File: src/rtl/regctx_seq_if.sv
// Bus bundle for the register-context sequencer: control requests, register-file
// read/write ports and the valid/ready data-memory handshake.
interface regctx_seq_if;
  logic       SAVE;
  logic       RESTORE;
  logic [7:0] SP_IN;
  logic [7:0] OA;
  logic [7:0] OB;
  logic [7:0] OC;
  logic [7:0] OIX;
  logic [7:0] MEM_DIN;
  logic       MEM_RDY;
  logic [7:0] MEM_ADDR;
  logic [7:0] MEM_DOUT;
  logic       MEM_WE;
  logic       MEM_RE;
  logic [7:0] MR_IN;
  logic       MRWE;
  logic       WA1;
  logic       WA0;
  logic       BUSY;
  logic       DONE;
  logic [7:0] SP_OUT;

  // Sequencer side
  modport master (
    input  SAVE, RESTORE, SP_IN, OA, OB, OC, OIX, MEM_DIN, MEM_RDY,
    output MEM_ADDR, MEM_DOUT, MEM_WE, MEM_RE, MR_IN, MRWE, WA1, WA0, BUSY, DONE, SP_OUT
  );

  // Control unit / register file / memory side
  modport slave (
    output SAVE, RESTORE, SP_IN, OA, OB, OC, OIX, MEM_DIN, MEM_RDY,
    input  MEM_ADDR, MEM_DOUT, MEM_WE, MEM_RE, MR_IN, MRWE, WA1, WA0, BUSY, DONE, SP_OUT
  );
endinterface

File: src/rtl/regctx_seq.sv
// Register-context save/restore sequencer: pushes A,B,C,IX below SP, pops them back.
// Optional REGCTX_SNAPSHOT_EN freezes the register image at save acceptance.
module regctx_seq (
  input  logic         CLK,
  input  logic         RESET,
  regctx_seq_if.master bus
);

  typedef enum logic [2:0] {
    IDLE    = 3'd0,
    SAVE_WR = 3'd1,
    REST_RD = 3'd2,
    REST_WB = 3'd3,
    FINISH  = 3'd4
  } state_e;

  state_e     state_q, state_d;
  logic [1:0] idx_q, idx_d;
  logic [7:0] spr_q, spr_d;
  logic [7:0] dreg_q, dreg_d;
  logic [7:0] sp_out_q, sp_out_d;
  logic [7:0] wr_byte;

`ifdef REGCTX_SNAPSHOT_EN
  logic [31:0] snap_q, snap_d;

  always_ff @(posedge CLK or negedge RESET) begin
    if (!RESET) snap_q <= '0;
    else        snap_q <= snap_d;
  end

  assign wr_byte = snap_q[8*idx_q +: 8];
`else
  always_comb begin
    case (idx_q)
      2'd0:    wr_byte = bus.OA;
      2'd1:    wr_byte = bus.OB;
      2'd2:    wr_byte = bus.OC;
      default: wr_byte = bus.OIX;
    endcase
  end
`endif

  // NOTE: state registers use non-blocking assignment so every flop samples the
  // pre-edge value of its neighbours, independent of process ordering.
  always_ff @(posedge CLK or negedge RESET) begin
    if (!RESET) begin
      state_q  <= IDLE;
      idx_q    <= 2'd0;
      spr_q    <= 8'd0;
      dreg_q   <= 8'd0;
      sp_out_q <= 8'd0;
    end else begin
      state_q  <= state_d;
      idx_q    <= idx_d;
      spr_q    <= spr_d;
      dreg_q   <= dreg_d;
      sp_out_q <= sp_out_d;
    end
  end

  // NOTE: every signal driven here gets a default first, so no path leaves a
  // value unassigned and no latch is inferred.
  always_comb begin
    state_d      = state_q;
    idx_d        = idx_q;
    spr_d        = spr_q;
    dreg_d       = dreg_q;
    sp_out_d     = sp_out_q;
`ifdef REGCTX_SNAPSHOT_EN
    snap_d       = snap_q;
`endif
    bus.MEM_ADDR = 8'd0;
    bus.MEM_DOUT = 8'd0;
    bus.MEM_WE   = 1'b0;
    bus.MEM_RE   = 1'b0;
    bus.MR_IN    = 8'd0;
    bus.MRWE     = 1'b0;
    bus.WA1      = 1'b0;
    bus.WA0      = 1'b0;
    bus.DONE     = 1'b0;

    case (state_q)
      IDLE: begin
        if (bus.SAVE) begin
          spr_d   = bus.SP_IN;
          idx_d   = 2'd0;
          state_d = SAVE_WR;
`ifdef REGCTX_SNAPSHOT_EN
          snap_d  = {bus.OIX, bus.OC, bus.OB, bus.OA};
`endif
        end else if (bus.RESTORE) begin
          spr_d   = bus.SP_IN;
          idx_d   = 2'd0;
          state_d = REST_RD;
        end
      end
      SAVE_WR: begin
        bus.MEM_WE   = 1'b1;
        bus.MEM_ADDR = spr_q - 8'd1 - {6'd0, idx_q};
        bus.MEM_DOUT = wr_byte;
        if (bus.MEM_RDY) begin
          idx_d = idx_q + 2'd1;
          if (idx_q == 2'd3) begin
            state_d  = FINISH;
            sp_out_d = spr_q - 8'd4;
          end
        end
      end
      REST_RD: begin
        bus.MEM_RE   = 1'b1;
        bus.MEM_ADDR = spr_q + {6'd0, idx_q};
        if (bus.MEM_RDY) begin
          dreg_d  = bus.MEM_DIN;
          state_d = REST_WB;
        end
      end
      REST_WB: begin
        // Pops come back in reverse push order, so the target is 3-IDX.
        bus.MRWE               = 1'b1;
        bus.MR_IN              = dreg_q;
        {bus.WA1, bus.WA0}     = ~idx_q;
        idx_d                  = idx_q + 2'd1;
        if (idx_q == 2'd3) begin
          state_d  = FINISH;
          sp_out_d = spr_q + 8'd4;
        end else begin
          state_d  = REST_RD;
        end
      end
      FINISH: begin
        bus.DONE = 1'b1;
        state_d  = IDLE;
      end
      default: state_d = IDLE;
    endcase
  end

  assign bus.BUSY   = (state_q != IDLE);
  assign bus.SP_OUT = sp_out_q;

endmodule

File: src/flat_wrapper.sv
// flat-port wrapper written by rule: the top's interface ports become plain ports
module regctx_seq_flat 
  (CLK, RESET, bus_SAVE, bus_RESTORE, bus_SP_IN, bus_OA, bus_OB, bus_OC, bus_OIX, bus_MEM_DIN, bus_MEM_RDY, bus_MEM_ADDR, bus_MEM_DOUT, bus_MEM_WE, bus_MEM_RE, bus_MR_IN, bus_MRWE, bus_WA1, bus_WA0, bus_BUSY, bus_DONE, bus_SP_OUT);
  regctx_seq_if bus_i ();
  input  logic CLK;
  input  logic RESET;
  input wire logic [$bits(bus_i.SAVE)-1:0] bus_SAVE;
  input wire logic [$bits(bus_i.RESTORE)-1:0] bus_RESTORE;
  input wire logic [$bits(bus_i.SP_IN)-1:0] bus_SP_IN;
  input wire logic [$bits(bus_i.OA)-1:0] bus_OA;
  input wire logic [$bits(bus_i.OB)-1:0] bus_OB;
  input wire logic [$bits(bus_i.OC)-1:0] bus_OC;
  input wire logic [$bits(bus_i.OIX)-1:0] bus_OIX;
  input wire logic [$bits(bus_i.MEM_DIN)-1:0] bus_MEM_DIN;
  input wire logic [$bits(bus_i.MEM_RDY)-1:0] bus_MEM_RDY;
  output wire logic [$bits(bus_i.MEM_ADDR)-1:0] bus_MEM_ADDR;
  output wire logic [$bits(bus_i.MEM_DOUT)-1:0] bus_MEM_DOUT;
  output wire logic [$bits(bus_i.MEM_WE)-1:0] bus_MEM_WE;
  output wire logic [$bits(bus_i.MEM_RE)-1:0] bus_MEM_RE;
  output wire logic [$bits(bus_i.MR_IN)-1:0] bus_MR_IN;
  output wire logic [$bits(bus_i.MRWE)-1:0] bus_MRWE;
  output wire logic [$bits(bus_i.WA1)-1:0] bus_WA1;
  output wire logic [$bits(bus_i.WA0)-1:0] bus_WA0;
  output wire logic [$bits(bus_i.BUSY)-1:0] bus_BUSY;
  output wire logic [$bits(bus_i.DONE)-1:0] bus_DONE;
  output wire logic [$bits(bus_i.SP_OUT)-1:0] bus_SP_OUT;
  assign bus_i.SAVE = bus_SAVE;
  assign bus_i.RESTORE = bus_RESTORE;
  assign bus_i.SP_IN = bus_SP_IN;
  assign bus_i.OA = bus_OA;
  assign bus_i.OB = bus_OB;
  assign bus_i.OC = bus_OC;
  assign bus_i.OIX = bus_OIX;
  assign bus_i.MEM_DIN = bus_MEM_DIN;
  assign bus_i.MEM_RDY = bus_MEM_RDY;
  assign bus_MEM_ADDR = bus_i.MEM_ADDR;
  assign bus_MEM_DOUT = bus_i.MEM_DOUT;
  assign bus_MEM_WE = bus_i.MEM_WE;
  assign bus_MEM_RE = bus_i.MEM_RE;
  assign bus_MR_IN = bus_i.MR_IN;
  assign bus_MRWE = bus_i.MRWE;
  assign bus_WA1 = bus_i.WA1;
  assign bus_WA0 = bus_i.WA0;
  assign bus_BUSY = bus_i.BUSY;
  assign bus_DONE = bus_i.DONE;
  assign bus_SP_OUT = bus_i.SP_OUT;
  regctx_seq u_core (.CLK(CLK), .RESET(RESET), .bus(bus_i));
endmodule
File: config.mk
export PLATFORM = sky130hd
export DESIGN_NAME = regctx_seq_flat
export DESIGN_NICKNAME = d
export VERILOG_FILES = /design/src/rtl/regctx_seq_if.sv /design/src/rtl/regctx_seq.sv /design/src/flat_wrapper.sv
export SDC_FILE = /design/constraint.sdc
export NUM_CORES = 1
export LEC_CHECK = 0
export CAP_MARGIN = 5
export CORE_MARGIN = 5
export CORE_UTILIZATION = 45
export DETAILED_ROUTE_END_ITERATION = 8
export PLACE_DENSITY_LB_ADDON = 0.15
export SLEW_MARGIN = 20
export SYNTH_ARGS = -nofsm -noshare
export SYNTH_HDL_FRONTEND = slang
export SYNTH_SLANG_ARGS = --single-unit
File: constraint.sdc
create_clock -name CLK -period 5.4 [get_ports CLK]
set_clock_uncertainty 0.15 [all_clocks]
set_input_delay 1.08 -clock CLK [delete_from_list [all_inputs] [get_ports CLK]]
set_output_delay 1.08 -clock CLK [all_outputs]
set_load 0.005 [all_outputs]
Word-level counts from Yosys, hierarchy flattened
Cells that the tools add are included.

Register bits after elaboration: 29. Bits in latches: 0. RAM bits: 0. ROM bits: 0. Bits of input ports: 53. Logic and storage cells: 62. Memories kept: 0.

$add $sub $neg: 6. $mul: 0. Div/mod/pow operators: 0. Order comparisons: 0. Equal/unequal tests: 12. Shift-type cells: 0. Muxes and demuxes: 27. Bitwise gates (word level): 1. Reductions and logical operators: 11.

Operators by type and width (number): $mux 8 (7); $pmux 8 s2 (2); $pmux 8 s3 (1); $mux 3 (6); $pmux 3 s4 (1); $add 8x2->8 (1); $add 8x3->8 const B (1); $reduce_and 4->1 (2); $sub 8x1->8 const B (1); $sub 8x2->8 (1); $sub 8x3->8 const B (1); $eq 3x2->1 const B (2); $mux 1 (6); $mux 2 (3); $pmux 2 s3 (1); $reduce_bool 3->1 (2); $eq 2x2->1 const B (2); $ne 2x1->1 const B (2); $ne 2x2->1 const B (2); $reduce_and 2->1 (2); $reduce_bool 2->1 (2); $eq 3x1->1 const B (1); $eq 3x3->1 const B (1); $logic_not 3->1 (1); other kinds (6) (6).

Longest topological paths before layout
Word-level depth: 4. Mapped depth: 8. Mapped depth without buffers: 8.

Worst setup path after synthesis
No wires, ideal clock.

Path type: register to output. From: reg u_core.idx_q[0]. To: out bus_MEM_ADDR[6]. Data arrival time: 1834 ps. Path slack: 2336 ps. Stages on the path, launching flop included: 9. Buffers on the path: 0. Cells stage by stage: dfrtp_1 -> inv_1 -> ha_1 -> inv_1 -> fa_1 -> or3b_2 -> nor3_1 -> o221a_2 -> nor2_1.

Longest elaborated chain between the ends: 2. Elaborated cells between the ends (all ways): 3. Those cells by class: 2 x add/sub; 1 x mux.

Ends and longest elaborated chain: start: declaration (line regctx_seq.sv:18) `logic [1:0] idx_q, idx_d;`; start signal: assignment (line regctx_seq.sv:55) `idx_q <= idx_d;`; $add 8x2->8 or $sub 8x2->8 (tied branches) (line regctx_seq.sv:112, regctx_seq.sv:100); $pmux 8 s2 (*) (line regctx_seq.sv:83) `case (state_q)`; end: declaration (line flat_wrapper.sv:16) `output wire logic [$bits(bus_i.MEM_ADDR)-1:0] bus_MEM_ADDR;`.

Mark *: on every way between the ends. The rest lies on a longest branch, timed or not.

Final worst setup path
From: reg u_core.idx_q[1]. To: out bus_MEM_ADDR[5].

Same word-level chain as after synthesis.

==> run summary <==
CRITICAL PATH
---------------------------------------------------------------------------
Class of the most critical setup path                          flop to output pin
Critical path launch point type                                        flop
Maximum fanout count along the critical path                              6
Data required, critical path                                        4.17 ns
Arrival time worst endpoint                                         2.75 ns
Critical Path End Type                                           output pin

STA
---------------------------------------------------------------------------
FMAX                                                                251 MHz
Period Utilization, post-route                                        0.737
Hold Violations, Final                                                    0
Final total negative setup slack                                       0 ns
Setup repair after global routing missed its margin                   false
Post-route minimum period                                           3.98 ns
Final-layout worst hold slack                                      0.326 ns
Max-slew violation total from the final report                            0
Max transition margin                                                 0.383
Transition at the pin with the smallest max-transition slack       0.922 ns
Final setup violating endpoints                                           0

GLOBAL ROUTE
---------------------------------------------------------------------------
Global Route Usage Sum                                                0.193
Largest net degree at the start of global routing                        30
Overflow left after global routing                                        0
Antenna violations before repair                                          0
Vias in the first global route                                        1,945
First-pass GRT wire length                                          9.58 mm

POWER AND IR DROP
---------------------------------------------------------------------------
Highest ir drop seen on vdd                                        0.318 mV
Internal Dissipation                                               0.952 mW
Combinational group share of total power                              0.617
Static leakage                                                      1.33 nW
Power Density                                                   502 nW/um^2
Net Switching                                                      0.599 mW
Power share of the sequential group                                   0.275
Net switching fraction of the power                                   0.386
Clk network pwr share                                                 0.108

CELLS AND AREA
---------------------------------------------------------------------------
Antenna Diode Count                                                       0
Number of nets in the final layout                                      380
Filler cell count in the final layout                                   361
Layout Area Growth over Synthesis                                     47.1%
Layout cells sized above 1                                           0.0927

SYNTH
---------------------------------------------------------------------------
Area fraction in compound gates after synthesis                       0.202
Xor-xnor portion of the synthesized cell area                        0.0208
Largest family of logic cells by synthesized area              compound AO/OA/AOI/OAI gates
Net count after synthesis                                               293
Distinct cells, synth                                                    45
FF+latch count, synth                                                    29
Total standard cell area after synthesis                          2100 um^2
Post-synthesis area per instance                                  9.34 um^2
Total of warnings raised by yosys                                         0
Seq/Total Area, Yosys                                                 0.345
EDFF count, synth                                                         0
Share of flip-flops with an asynchronous set or reset                  1.00
Adder and majority cell fraction of the synthesized area              0.100
Ys flop type                                                        dfrtp_1
Gate count of the mapped netlist                                        225
Simple-gate share of the synthesized area                             0.170
Multiplexer area fraction after synthesis                            0.0995

ROUTE
---------------------------------------------------------------------------
Number of vias per cell                                                5.42
Detailed Routing Iterations Pass 1                                        7
Routed len/inst                                                     15.3 um
1st-iter DRT viols                                                      121
Detailed-route via count                                              1,979
Post-DRT Antenna Nets                                                     0
Routed WL                                                           5.60 mm
Detailed-route DRC error count                                            0

CLOCK NETWORK
---------------------------------------------------------------------------
Clock-pin slew on the worst setup and hold paths                    0.06 ns
Count of hold-fix buffers inserted at cts                                 0
Number of clock sinks seen by CTS                                        29
Count of cells resized by post-cts repair                                 0
Clk buf depth                                                             2
Clock buffers created by TritonCTS                                        5
H-Tree Depth                                                              2
CTS tree                                                              built
Buffer count from post-CTS setup fixing                                   0
Worst-Skew Late Latency                                             0.28 ns
CTS root buf                                                       clkbuf_8

FLOORPLAN
---------------------------------------------------------------------------
CORE AREA                                                         4440 um^2
Count of pins on the block boundary                                      92
Die span in x                                                       78.3 um
Number of placement rows                                                 24
Starting utilization of the core area                                 0.473
Die Ht                                                              78.3 um
Area enclosed by the die boundary                                 6130 um^2

PLACE
---------------------------------------------------------------------------
Buffers added on ports                                                   91
GP Congestion                                                         0.828
Detailed placement HPWL                                             4.26 mm

RUN STATUS
---------------------------------------------------------------------------
Result of the run                                              finished clean

WORST HOLD PATH
---------------------------------------------------------------------------
Worst hold path type                                           flop to flop

JOB
---------------------------------------------------------------------------
Max-capacitance violation count                                           0

-- cell usage after synthesis, types with 2 or more instances --
cell	n	area [um^2]
ha_1	12	150
o21ai_0	12	60.1
a21o_1	2	15.0
o221a_2	2	22.5
and2_1	10	62.6
nand2_1	18	67.6
o22ai_1	3	18.8
o211ai_1	3	22.5
dfrtp_1	29	726
a222oi_1	8	80.1
mux2_2	7	78.8
clkbuf_1	8	30.0
mux2_4	8	120
a211oi_1	4	30.0
xnor2_1	2	17.5
a21oi_1	19	95.1
inv_1	12	45.0
or3_1	3	18.8
xor2_1	3	26.3
and3_1	2	12.5
or3b_2	2	17.5
fa_1	3	60.1
nor2b_1	3	18.8
a221oi_1	3	26.3
nor2_1	27	101
-- power groups by stage --
stage | clock network, mW | logic (mW) | registers, mW
after floorplan | 0 | 0.610 | 0.396
final | 0.167 | 0.957 | 0.427
after detailed placement | 0 | 0.961 | 0.431
after global placement | 0 | 0.947 | 0.426
after global routing | 0.185 | 1.08 | 0.445
after CTS | 0.173 | 0.969 | 0.428
-- metrics by stage --
stage	setup WS (ns)	power, mW	area, um^2	util	cells
floorplan	2.34	1.01	2100	-	225
global placement	1.61	1.37	3010	0.677	357
detailed placement	1.61	1.39	3010	0.677	357
CTS	1.40	1.57	3090	0.695	365
global route	1.20	1.71	3090	0.695	365
finish	1.42	1.55	3090	0.695	365
-- cell usage in the layout, fill, tap and decap left out, types with 4 or more instances in the layout --
cell type        count
clkdlybuf4s50_1     91
dfrtp_1             29
nor2_1              27
a21oi_1             19
nand2_1             18
inv_1               12
o21ai_0             12
ha_1                12
and2_1              10
a222oi_1             8
mux2_4               8
mux2_2               7
clkbuf_8             5
a211oi_1             4
-- registers in the layout (all words and copies together) (netlist names) --
register,cells
u_core.bus.SP_OUT,8
u_core.dreg_q,8
u_core.idx_q,2
u_core.spr_q,8
u_core.state_q,3
-- final timing paths --
path | startpoint | endpoint | slack, ns | depth (start not counted)
worst max-delay path | u_core.idx_q[1]$_DFFE_PN0P_ | bus_MEM_ADDR[5] | 1.42 | 7
worst max register to register | u_core.state_q[0]$_DFFE_PN0P_ | u_core.bus.SP_OUT[7]$_DFFE_PN0P_ | 2.85 | 7
max in group asynchronous | RESET | u_core.spr_q[5]$_DFFE_PN0P_ | 3.79 | 2
worst min-delay path | u_core.bus.SP_OUT[0]$_DFFE_PN0P_ | u_core.bus.SP_OUT[0]$_DFFE_PN0P_ | 0.33 | 2
min in group asynchronous | RESET | u_core.state_q[0]$_DFFE_PN0P_ | 1.04 | 2
worst min register to register | u_core.bus.SP_OUT[0]$_DFFE_PN0P_ | u_core.bus.SP_OUT[0]$_DFFE_PN0P_ | 0.33 | 2
-- routing by layer --
| layer | global-route usage | part of all wire |
|---|---|---|
| met1 | 0.249 | 0.44 |
| met2 | 0.325 | 0.49 |
| met3 | 0.0435 | 0.058 |
| met4 | 0.0542 | 0.012 |
| met5 | 0 | 0 |
-- cells by family after synthesis --
group	Yosys count
AND/OR/NAND/NOR	72
AO/OA/AOI/OAI	62
flip-flops	29
buffers and inverters	26
multiplexers	16
adder cells (fa/ha/maj)	15
XOR/XNOR	5
-- area by class of cell --
class | instances | area (um^2) | share of cell area
Multi-Input combinational cell | 170 | 1240 | 0.402
Timing Repair Buffer | 92 | 918 | 0.297
Sequential cell | 29 | 726 | 0.235
Clock buffer | 8 | 80.1 | 0.0259
Tap cell | 52 | 65.1 | 0.0211
Inverter | 14 | 57.6 | 0.0186
-- worst max-delay path, stage by stage (launching register included) --
cell	delay (ns)
dfrtp_1	0.46
inv_1	0.17
ha_1	0.32
a211o_1	0.34
or3_1	0.35
o22a_1	0.18
a21oi_1	0.13
clkdlybuf4s50_1	0.51
Power figures use the tool's default switching activity.
